`src/rtl/vga_timing_gen.sv`:
```
// VGA raster timing and RGB565 test-pattern generator on sclk with an internal pixel strobe.
// Counters and every output update together on the pixel-strobe edge and hold in between.
module vga_timing_gen #(
    parameter int CLK_DIV  = 2,
    parameter int H_SYNC   = 96,
    parameter int H_BP     = 48,
    parameter int H_ACT    = 640,
    parameter int H_FP     = 16,
    parameter int V_SYNC   = 2,
    parameter int V_BP     = 33,
    parameter int V_ACT    = 480,
    parameter int V_FP     = 10,
    parameter bit SYNC_POL = 1'b0
) (
    input  logic        sclk,
    input  logic        s_rst_n,
    input  logic [1:0]  mode,
    input  logic [15:0] solid_rgb,
    output logic        pix_en,
    output logic        vga_hsync,
    output logic        vga_vsync,
    output logic        vga_de,
    output logic [11:0] pix_x,
    output logic [11:0] pix_y,
    output logic        frame_start,
    output logic [15:0] vga_rgb
);

    localparam int H_TOTAL = H_SYNC + H_BP + H_ACT + H_FP;
    localparam int V_TOTAL = V_SYNC + V_BP + V_ACT + V_FP;
    localparam int BAR_W   = H_ACT / 8;

    localparam logic [3:0]  DIV_LAST  = 4'(CLK_DIV - 1);
    localparam logic [11:0] H_LAST    = 12'(H_TOTAL - 1);
    localparam logic [11:0] V_LAST    = 12'(V_TOTAL - 1);
    localparam logic [11:0] HS_END    = 12'(H_SYNC);
    localparam logic [11:0] VS_END    = 12'(V_SYNC);
    localparam logic [11:0] HA_START  = 12'(H_SYNC + H_BP);
    localparam logic [11:0] HA_END    = 12'(H_SYNC + H_BP + H_ACT);
    localparam logic [11:0] VA_START  = 12'(V_SYNC + V_BP);
    localparam logic [11:0] VA_END    = 12'(V_SYNC + V_BP + V_ACT);
    localparam logic [11:0] X_LAST    = 12'(H_ACT - 1);
    localparam logic [11:0] Y_LAST    = 12'(V_ACT - 1);

    logic [3:0]  div_cnt;
    logic [11:0] h_cnt;
    logic [11:0] v_cnt;
    logic [1:0]  mode_q;
    logic [15:0] solid_q;

    logic        tick;
    logic [11:0] h_nxt;
    logic [11:0] v_nxt;
    logic        frame_nxt;
    logic        de_nxt;
    logic [11:0] x_nxt;
    logic [11:0] y_nxt;
    logic [1:0]  mode_nxt;
    logic [15:0] solid_nxt;
    logic [2:0]  bar;
    logic [15:0] bar_rgb;
    logic        grid_on;
    logic [15:0] rgb_nxt;

    assign tick = (div_cnt == DIV_LAST);

    always_comb begin
        h_nxt = (h_cnt == H_LAST) ? 12'd0 : h_cnt + 12'd1;
        v_nxt = v_cnt;
        if (h_cnt == H_LAST) begin
            v_nxt = (v_cnt == V_LAST) ? 12'd0 : v_cnt + 12'd1;
        end
        frame_nxt = (h_nxt == 12'd0) && (v_nxt == 12'd0);
        de_nxt    = (h_nxt >= HA_START) && (h_nxt < HA_END) &&
                    (v_nxt >= VA_START) && (v_nxt < VA_END);
        x_nxt     = de_nxt ? h_nxt - HA_START : 12'd0;
        y_nxt     = de_nxt ? v_nxt - VA_START : 12'd0;
        // a new frame's pattern selection applies from its very first pixel
        mode_nxt  = frame_nxt ? mode : mode_q;
        solid_nxt = frame_nxt ? solid_rgb : solid_q;
    end

    // bar index by compare chain against constant bar boundaries
    always_comb begin
        bar = 3'd0;
        for (int k = 1; k < 8; k++) begin
            if (x_nxt >= 12'(k * BAR_W)) bar = 3'(k);
        end
        case (bar)
            3'd0:    bar_rgb = 16'hFFFF;
            3'd1:    bar_rgb = 16'hFFE0;
            3'd2:    bar_rgb = 16'h07FF;
            3'd3:    bar_rgb = 16'h07E0;
            3'd4:    bar_rgb = 16'hF81F;
            3'd5:    bar_rgb = 16'hF800;
            3'd6:    bar_rgb = 16'h001F;
            default: bar_rgb = 16'h0000;
        endcase
    end

    always_comb begin
        grid_on = (x_nxt[4:0] == 5'd0) || (y_nxt[4:0] == 5'd0) ||
                  (x_nxt == X_LAST) || (y_nxt == Y_LAST);
        rgb_nxt = 16'h0000;
        if (de_nxt) begin
            case (mode_nxt)
                2'd0:    rgb_nxt = solid_nxt;
                2'd1:    rgb_nxt = bar_rgb;
                2'd2:    rgb_nxt = grid_on ? 16'hFFFF : 16'h0000;
                default: rgb_nxt = {x_nxt[8:4], y_nxt[8:3], 5'b0};
            endcase
        end
    end

    always_ff @(posedge sclk or negedge s_rst_n) begin
        if (!s_rst_n) begin
            div_cnt     <= 4'd0;
            h_cnt       <= H_LAST;
            v_cnt       <= V_LAST;
            mode_q      <= 2'd0;
            solid_q     <= 16'h0000;
            pix_en      <= 1'b0;
            vga_hsync   <= ~SYNC_POL;
            vga_vsync   <= ~SYNC_POL;
            vga_de      <= 1'b0;
            pix_x       <= 12'd0;
            pix_y       <= 12'd0;
            frame_start <= 1'b0;
            vga_rgb     <= 16'h0000;
        end else begin
            div_cnt     <= tick ? 4'd0 : div_cnt + 4'd1;
            pix_en      <= tick;
            frame_start <= tick && frame_nxt;
            if (tick) begin
                h_cnt     <= h_nxt;
                v_cnt     <= v_nxt;
                mode_q    <= mode_nxt;
                solid_q   <= solid_nxt;
                vga_hsync <= (h_nxt < HS_END) ? SYNC_POL : ~SYNC_POL;
                vga_vsync <= (v_nxt < VS_END) ? SYNC_POL : ~SYNC_POL;
                vga_de    <= de_nxt;
                pix_x     <= x_nxt;
                pix_y     <= y_nxt;
                vga_rgb   <= rgb_nxt;
            end
        end
    end

endmodule

```
`config.mk`:
```
export PLATFORM = sky130hd
export DESIGN_NAME = vga_timing_gen
export DESIGN_NICKNAME = d
export VERILOG_FILES = /design/src/rtl/vga_timing_gen.sv
export SDC_FILE = /design/constraint.sdc
export NUM_CORES = 1
export LEC_CHECK = 0
export CAP_MARGIN = 10
export CORE_MARGIN = 3
export CORE_UTILIZATION = 43
export CTS_BUF_LIST = sky130_fd_sc_hd__clkbuf_2
export DETAILED_ROUTE_END_ITERATION = 6
export GPL_TIMING_DRIVEN = 0
export HOLD_SLACK_MARGIN = 0.02
export MAX_ROUTING_LAYER = met4
export PLACE_DENSITY = 0.74
export SYNTH_ARGS = -nofsm -noshare
export SYNTH_HDL_FRONTEND = slang
export SYNTH_SLANG_ARGS = --single-unit
```
`constraint.sdc`:
```
create_clock -name sclk -period 9.42 [get_ports sclk]
set_clock_uncertainty 0.15 [all_clocks]
set_input_delay 1.884 -clock sclk [delete_from_list [all_inputs] [get_ports sclk]]
set_output_delay 1.884 -clock sclk [all_outputs]
set_load 0.02 [all_outputs]
```
==> flow_summary.toml, run 1 <==
[critical_path]
cp.required_ns = 9.83
critPathLaunch = "h_cnt[1]"
crit_path_start_kind = "register"
critical_path_class = "reg -> reg"
rr_startpoint = "h_cnt[1]"
arrival_ns = 6.04
worst-path-max-fanout = 10
cp-end-kind = "register"

[floorplan]
dieArea_mm2 = 0.0148
dieWidth_um = 122
die_y_um = 122
io_pins = 65
start_util_pct = 44.8
design.core.area_mm2 = 0.0128
num_rows = 41

[final_layout]
diodes = 0
syn_to_final_growth_pct = 17.5
layout.cells.non_filler = 959
drive_gt1_share_pct = 6.99
fin_nets = 810
final_util_pct = 52.6
fin_area_mm2 = 0.00675

[placement]
placed_area_mm2 = 0.00663
place_congestion = 0.961
dp_hpwl_um = 12000
place_inst = 943
io_buffers = 64
pre_cts_slack_ns = 3.97

[clocking]
htreeDepth = 3
postCtsHoldBufs = 0
cts_inserted_buffers = 9
cts_tree = "done"
post_cts_buffers = 0
cts_buffer_depth = 2
cts-root-buf = "clkbuf_2"
clk_pin_slew_worst_paths_ns = 0.28
cts-resized-gates = 0
worstSkewPairLatency_ns = 0.64
numClockSinks = 91

[synth]
synth_nets = 734
seq_area_frac_synth_pct = 39.9
synthArstFlopShare_pct = 100
synth_top_family_by_area = "simple AND/OR/NAND/NOR gates"
synth_warnings = 0
syn_inst = 706
synthMuxAreaShare_pct = 1.61
ys_types = 65
ys.flop_type = "dfrtp_1"
synth_simple_gate_area_share_pct = 27.1
synthAdderAreaFrac_pct = 1.92
synth_compound_area_share_pct = 18.1
syn_area_per_cell_um2 = 8.14
ys_ff_latch = 91
synthesis.area_mm2 = 0.00574
synth_xor_area_share_pct = 6.56
synth_edf_count = 0

[route]
post_drt_wl_per_cell_um = 17.1
drc = 0
drtIter0Drc = 407
via_count = 5440
drtPass1Iterations = 5
antenna_left = 0
vias_per_cell = 5.67
routed_wl_um = 16400

[timing]
max_clock_freq_mhz = 177
tightest_slew_ns = 0.742
min_period_over_period_pct = 59.8
setup_ws_ns = 3.79
hold_slack_ns = 0.355
rsz0062_at_grt = "false"
max-slew-margin-rel_pct = 50.1
setup_viol = 0
fin_setup_tns_ns = 0
final_hold_viol_count = 0
drv_slew = 0
period_needed_ns = 5.63

[worst_hold_path]
worstHoldPathType = "reg -> reg"
hold_path.startpoint = "solid_q[0]"

[status]
status = "finished, final reports clean"

[power]
power_mw = 0.635
peakVddDrop_mv = 0.0642
power.leakage_nw = 2.80
pwr_density_cell_mw_per_mm2 = 94.1

[run]
drv_cap = 0

[grt]
grt_pass1_wl_um = 26900
grt_max_degree = 59
grt_use_total_pct = 23.6
grt_pass1_vias = 5253
overflow = 0
antenna_found_initial = 0
==> layout by cell type (no fill, tap or decap), types with 6 or more instances in the layout <==
| cell type | synthesis | final |
|---|---|---|
| clkbuf_2 | 0 | 9 |
| nor3_1 | 30 | 30 |
| buf_1 | 6 | 6 |
| or3_1 | 6 | 6 |
| and2_1 | 7 | 7 |
| ha_1 | 8 | 8 |
| buf_2 | 7 | 7 |
| nand4_1 | 16 | 16 |
| clkbuf_1 | 38 | 38 |
| xor2_1 | 15 | 15 |
| nand2_1 | 159 | 159 |
| a31oi_1 | 10 | 10 |
| xnor2_1 | 28 | 28 |
| o31ai_1 | 17 | 17 |
| dfstp_2 | 12 | 12 |
| nor2_1 | 32 | 32 |
| and3_1 | 7 | 7 |
| nand2b_1 | 8 | 8 |
| o21a_1 | 7 | 7 |
| nand3_1 | 32 | 32 |
| mux2i_1 | 7 | 7 |
| inv_1 | 14 | 14 |
| o21ai_1 | 6 | 6 |
| o21ai_0 | 42 | 42 |
| o211ai_1 | 20 | 20 |
| a21oi_1 | 17 | 17 |
| clkdlybuf4s50_1 | 0 | 63 |
| dfrtp_1 | 79 | 79 |
==> area by class of cell <==
class	count	area, um^2
plain buffers	53	223
clock buffers	9	45.0
clock inverters	7	81.3
fillers	1262	6070
inverters	15	56.3
multi-input cells	547	3170
flip-flops and latches	91	2290
well taps	172	215
repair buffers	65	666
==> cells in the mapped netlist, types with 4 or more instances <==
library cell	count	area [um^2]
a211oi_1	4	30.0
a21o_1	5	37.5
a21oi_1	17	85.1
a31oi_1	10	62.6
and2_1	7	43.8
and3_1	7	43.8
buf_1	6	22.5
buf_2	7	35.0
clkbuf_1	38	143
dfrtp_1	79	1980
dfstp_2	12	315
ha_1	8	100
inv_1	14	52.6
mux2i_1	7	70.1
nand2_1	159	597
nand2b_1	8	50.1
nand3_1	32	160
nand4_1	16	100
nor2_1	32	120
nor3_1	30	150
nor4b_1	4	35.0
o211ai_1	20	150
o21a_1	7	52.6
o21ai_0	42	210
o21ai_1	6	30.0
o22ai_1	4	25.0
o31ai_1	17	128
or3_1	6	37.5
or4_1	5	37.5
xnor2_1	28	245
xor2_1	15	131
==> flip-flops by register name, indices dropped and copies added (netlist names) <==
register / count
vga_vsync: 1
vga_rgb: 16
vga_hsync: 1
h_cnt: 12
frame_start: 1
pix_en: 1
pix_y: 12
v_cnt: 12
pix_x: 12
vga_de: 1
div_cnt: 4
solid_q: 16
mode_q: 2
==> path summary, 6_finish.rpt <==
check	end	slack [ns]	cells past startpoint
min	solid_q[0]	0.36	2
max	vga_rgb[9]	3.79	20
max reg2reg	vga_rgb[9]	3.79	20
min in group asynchronous	v_cnt[5]	0.98	1
max in group asynchronous	vga_vsync	7.45	2
min reg2reg	solid_q[0]	0.36	2
==> routing by layer <==
metal | track usage, % | up-vias | share of wire [%]
li1 | - | 2651 | -
met3 | 5.06 | 32 | 7.0
met5 | - | - | 0
met4 | 8.54 | 0 | 2.7
met2 | 35.9 | 210 | 46
met1 | 31.1 | 2547 | 45
==> critical path: stages (launching register included) <==
cell and delay (ns):
dfstp_2 0.68, ha_1 0.17, clkbuf_1 0.31, nand4_1 0.28
or4_4 0.53, clkbuf_1 0.27, o21a_1 0.21, inv_1 0.13
ha_1 0.16, clkbuf_1 0.31, a22oi_1 0.12, o31ai_1 0.32
a21o_1 0.23, nor2_1 0.06, o21ai_0 0.14, o211ai_1 0.23
o21ba_2 0.30, a31oi_1 0.29, clkbuf_1 0.39, nor3_1 0.11
o21ai_0 0.18
==> logic make-up after synthesis <==
kind of cell	after synthesis
flip-flops	91
AO/OA/AOI/OAI	157
XOR/XNOR	43
multiplexers	9
AND/OR/NAND/NOR	329
buffers and inverters	68
adder cells (fa/ha/maj)	9
==> report_power, final <==
group | total (mW) | internal [mW] | switching (mW)
combinational | 0.0202 | 0.00896 | 0.0112
clock | 0.223 | 0.0667 | 0.156
sequential | 0.392 | 0.392 | 0
Note: power is estimated with default switching activity, not from simulation.
==> inputs of run 2 (changes only) <==
==> constraint.sdc (replaced) <==
create_clock -name sclk -period 5.6 [get_ports sclk]
set_clock_uncertainty 0.15 [all_clocks]
set_input_delay 1.12 -clock sclk [delete_from_list [all_inputs] [get_ports sclk]]
set_output_delay 1.12 -clock sclk [all_outputs]
set_load 0.02 [all_outputs]
==> flow_summary.toml, run 2 (same netlist as run 1, synthesis figures left out) <==
[clocking]
cts_tree = "done"
numClockSinks = 91
postCtsHoldBufs = 0
cts_buffer_depth = 2
worstSkewPairLatency_ns = 0.64
cts_inserted_buffers = 9
clk_pin_slew_worst_paths_ns = 0.29
cts-root-buf = "clkbuf_2"
post_cts_buffers = 0
htreeDepth = 3

[worst_hold_path]
worstHoldPathType = "in -> async"

[floorplan]
dieWidth_um = 122
io_pins = 65
die_y_um = 122
dieArea_mm2 = 0.0148
num_rows = 41
design.core.area_mm2 = 0.0128
start_util_pct = 44.8

[critical_path]
cp.required_ns = 5.98
crit_path_start_kind = "register"
arrival_ns = 5.65
critPathLaunch = "h_cnt[11]"
rr_startpoint = "h_cnt[11]"
rr_endpoint = "pix_x[6]"
worst-path-max-fanout = 10
critical_path_class = "reg -> reg"
reg2regPathDepth = 16
worstSetupEndpoint = "pix_x[6]"
cp-end-kind = "register"
rrSetupSlack_ns = 0.33

[status]
status = "finished, final reports clean"

[final_layout]
drive_gt1_share_pct = 7.39
reg_top3 = "solid_q x16, vga_rgb x16"
fillers = 1269
layout.cells.non_filler = 957
syn_to_final_growth_pct = 17.5
layout_commonest_cell = "nand2_1"
fin_nets = 808
diodes = 0
layout_common_cells = "159 x nand2_1, 79 x dfrtp_1, 63 x clkdlybuf4s50_1"

[timing]
setup_ws_ns = 0.325
max_clock_freq_mhz = 190
tightest_slew_ns = 0.772
final_hold_viol_count = 0
period_needed_ns = 5.27
setup_viol = 0
drv_slew = 0
min_period_over_period_pct = 94.2
max-slew-margin-rel_pct = 48.5
rsz0062_at_grt = "false"

[placement]
dp_hpwl_um = 12000
io_buffers = 64
place_inst = 943
place_congestion = 0.961
pre_cts_slack_ns = 0.146

[route]
antenna_left = 0
drtIter0Drc = 418
drtPass1Iterations = 5
vias_per_cell = 5.66
via_count = 5417
post_drt_wl_per_cell_um = 17.1
drc = 0
routed_wl_um = 16400

[grt]
overflow = 0
grt_pass1_wl_um = 26900
grt_max_degree = 59
grt_use_total_pct = 23.6
antenna_found_initial = 0
grt_pass1_vias = 5253

[run]
drv_cap = 0

[power]
peakVddDrop_mv = 0.108
power.leakage_nw = 2.80
power_mw = 1.07
pwr_density_cell_mw_per_mm2 = 159
-- run 2: changes by cell type in the layout (fill, tap and decap cells not counted), sizes merged --
cell / previous run / this run
clkbuf: 47 / 45
-- run 2: cell type report --
| class | instances | area, um^2 | share of cell area [%] |
|---|---|---|---|
| repair buffers | 65 | 666 | 9.86 |
| flip-flops and latches | 91 | 2290 | 34.0 |
| inverters | 15 | 56.3 | 0.834 |
| multi-input cells | 547 | 3180 | 47.1 |
| plain buffers | 51 | 218 | 3.23 |
| well taps | 172 | 215 | 3.19 |
| clock buffers | 9 | 45.0 | 0.667 |
| clock inverters | 7 | 81.3 | 1.21 |
-- run 2: per-layer routing --
| metal | vias to the layer above | GRT usage (%) | wire, um |
|---|---|---|---|
| met1 | 2537 | 31.1 | 7340 |
| met5 | - | - | 0 |
| met4 | 0 | 8.54 | 450 |
| met3 | 36 | 5.06 | 1140 |
| li1 | 2643 | - | - |
| met2 | 201 | 35.9 | 7420 |
-- run 2: worst min-delay path by stage --
stage | depth (start not counted) | slack (ns) | endpoint | startpoint
4_1_cts | 1 | 0.21 | v_cnt[5] | s_rst_n
3_3_place_gp | 2 | 0.30 | solid_q[2] | solid_q[2]
6_report | 1 | 0.22 | v_cnt[5] | s_rst_n
2_1_floorplan | 2 | 0.29 | solid_q[10] | solid_q[10]
5_1_grt | 1 | 0.21 | v_cnt[5] | s_rst_n
3_5_place_dp | 2 | 0.31 | solid_q[0] | solid_q[0]
-- run 2: worst max-delay path, stage by stage (launching register included) --
cell and delay [ns]:
dfrtp_1 0.44, buf_6 0.14, or4_4 0.50, buf_6 0.15, or4_4 0.56, clkbuf_1 0.26
a21oi_1 0.41, inv_1 0.08, ha_1 0.23, inv_1 0.12, and3_1 0.16, a31oi_1 0.07
o21ai_0 0.46, a21oi_1 0.17, o21ai_1 0.49, clkbuf_1 0.61, o31ai_1 0.17
-- run 2: timing repair --
item / CTS / global route
gates resized for setup: 0 / 5
setup endpoints to repair: 0 / 35
hold endpoints to repair: 0 / 0
-- run 2: stage by stage --
stage | instance area, um^2 | hold slack [ns] | util [%] | TNS, ns
2_1_floorplan | 5740 | 0.288 | - | 0
3_3_place_gp | 6600 | 0.300 | 51.5 | -9.53
3_5_place_dp | 6630 | 0.306 | 51.7 | 0
4_1_cts | 6750 | 0.210 | 52.6 | 0
5_1_grt | 6750 | 0.205 | 52.6 | 0
6_report | 6750 | 0.215 | 52.6 | 0
-- run 2: power breakdown --
| part | internal, mW | total, mW | leakage [nW] | switching (mW) |
|---|---|---|---|---|
| clock | 0.112 | 0.377 | 0.0792 | 0.264 |
| combinational | 0.0151 | 0.0341 | 1.59 | 0.0190 |
| sequential | 0.660 | 0.660 | 1.13 | 0 |
| total | 0.787 | 1.07 | 2.80 | 0.283 |
==> inputs of run 3 (changes only) <==
==> constraint.sdc (replaced) <==
create_clock -name sclk -period 5.5 [get_ports sclk]
set_clock_uncertainty 0.15 [all_clocks]
set_input_delay 1.1 -clock sclk [delete_from_list [all_inputs] [get_ports sclk]]
set_output_delay 1.1 -clock sclk [all_outputs]
set_load 0.02 [all_outputs]
==> flow_summary.toml, run 3 (same netlist as run 1, synthesis figures left out) <==
[status]
status = "finished, final reports clean"

[floorplan]
io_pins = 65
design.core.area_mm2 = 0.0128
num_rows = 41
dieArea_mm2 = 0.0148
dieWidth_um = 122
start_util_pct = 44.8
die_y_um = 122

[route]
drtIter0Drc = 389
met1_length_um = 7260
antenna_left = 0
drc = 0
wl_met3_um = 1130
drtPass1Iterations = 5
vias_per_cell = 5.65
wl_met2_um = 7450
highest-signal-layer = "met4"
post_drt_wl_per_cell_um = 17.1
via_count = 5410
routed_wl_um = 16300

[critical_path]
path_cells = "buf_6 -> or4_4 -> buf_6 -> or4_4 -> clkbuf_1 -> o21a_1 -> inv_1 -> ha_1 -> a22oi_1 -> o31ai_1 -> a21o_1 -> o31ai_1 -> o211ai_1 -> o21ba_2 -> a31oi_1 -> or3_1 -> a32o_1"
cp-end-kind = "register"
critPathBufInv = 4
arrival_ns = 5.67
crit_cells = 17
worstSetupEndpoint = "vga_rgb[10]"
crit_path_start_kind = "register"
critPathSlowestCell = "or4_4"
cp.required_ns = 5.92
critPathLaunch = "h_cnt[11]"
rr_endpoint = "vga_rgb[10]"
max_stage_delay_ns = 0.56
rrSetupSlack_ns = 0.25
crit_family = "compound AO/OA/AOI/OAI gates"
rr_startpoint = "h_cnt[11]"
worst-path-max-fanout = 10
reg2regPathDepth = 17
critical_path_class = "reg -> reg"

[placement]
place_inst = 943
pre_cts_slack_ns = 0.0462
io_buffers = 64
place_congestion = 0.961
dp_hpwl_um = 12000

[grt]
grt_pass1_vias = 5258
grt_max_degree = 59
overflow = 0
grt_use_total_pct = 23.6
antenna_found_initial = 0
grt_pass1_wl_um = 26900

[timing]
final_hold_viol_count = 0
tightest_slew_ns = 0.767
hold_slack_ns = 0.189
drv_slew = 0
setup_viol = 0
period_needed_ns = 5.25
max-slew-margin-rel_pct = 48.9
max_clock_freq_mhz = 190
setup_ws_ns = 0.248
min_period_over_period_pct = 95.5
rsz0062_at_grt = "false"

[power]
peakVddDrop_mv = 0.110
power.leakage_nw = 2.80
sequentialPowerShare_pct = 61.8
clkPwrFrac_pct = 35.0
switching_share_pct = 26.3
intPower_mw = 0.801
pwr_density_cell_mw_per_mm2 = 161
p_comb_share_pct = 3.2
power.switching_mw = 0.286

[clocking]
htreeDepth = 3
cts_tree = "done"
cts_buffer_depth = 2
clk_pin_slew_worst_paths_ns = 0.29
worstSkewPairLatency_ns = 0.64
postCtsHoldBufs = 0
cts_inserted_buffers = 9
numClockSinks = 91
cts-root-buf = "clkbuf_2"

[final_layout]
layout.cells.non_filler = 957
fin_nets = 808
diodes = 0
syn_to_final_growth_pct = 17.5
layout_commonest_cell = "nand2_1"
fillers = 1269
layout_common_cells = "159 x nand2_1, 79 x dfrtp_1, 63 x clkdlybuf4s50_1"
reg_top3 = "solid_q x16, vga_rgb x16"
drive_gt1_share_pct = 7.39

[run]
drv_cap = 0

[worst_hold_path]
worstHoldPathType = "in -> async"
## run 3: changes by cell type in the layout (fill, tap and decap cells not counted)
cell,previous run,this run
o21ai_0,42,41
o21ai_1,6,7
## run 3: repair_timing
item	CTS	global route
pin swaps	0	1
cloned	0	0
endpoints found under the setup margin	2	38
buffers inserted	0	0
gates resized for setup	1	4
## run 3: how the worst min path moves through the flow
stage / start / to / depth (start not counted)
finish: s_rst_n / v_cnt[5] / 1
CTS: s_rst_n / v_cnt[5] / 1
floorplan: solid_q[10] / solid_q[10] / 2
global route: s_rst_n / v_cnt[5] / 1
detailed placement: solid_q[0] / solid_q[0] / 2
global placement: solid_q[2] / solid_q[2] / 2
## run 3: final cells by class
class / count / area (um^2) / share of cell area, %
multi-input cells: 547 / 3180 / 47.1
flip-flops and latches: 91 / 2290 / 34.0
repair buffers: 65 / 666 / 9.86
plain buffers: 51 / 218 / 3.23
well taps: 172 / 215 / 3.19
clock inverters: 7 / 81.3 / 1.21
inverters: 15 / 56.3 / 0.834
clock buffers: 9 / 45.0 / 0.667
## run 3: layer usage
| layer | vias up | track usage (%) |
|---|---|---|
| met4 | 0 | 8.82 |
| li1 | 2645 | - |
| met5 | - | - |
| met1 | 2527 | 31.1 |
| met3 | 35 | 5.15 |
| met2 | 203 | 35.8 |
## run 3: stage by stage
stage	instance area (um^2)	setup TNS [ns]	util (%)	power (mW)
finish	6750	0	52.6	1.09
floorplan	5740	0	-	0.685
detailed placement	6630	0	51.7	0.718
CTS	6750	0	52.7	1.10
global route	6750	0	52.6	1.13
global placement	6600	-15.85	51.5	0.716
## run 3: worst register-to-register path: stages, from the launching register on
cell and delay [ns]:
dfrtp_1 0.44, buf_6 0.14, or4_4 0.51, buf_6 0.15, or4_4 0.56, clkbuf_1 0.26
o21a_1 0.21, inv_1 0.13, ha_1 0.35, a22oi_1 0.11, o31ai_1 0.33, a21o_1 0.23
o31ai_1 0.18, o211ai_1 0.46, o21ba_2 0.23, a31oi_1 0.13, or3_1 0.39, a32o_1 0.26
## run 3: power groups by stage
stage	Sequential (mW)	Clock [mW]	Combinational (mW)
after detailed placement	0.682	0	0.0358
after floorplan	0.682	0	0.00340
after CTS	0.672	0.392	0.0359
after global routing	0.672	0.420	0.0391
final	0.672	0.381	0.0346
after global placement	0.682	0	0.0336
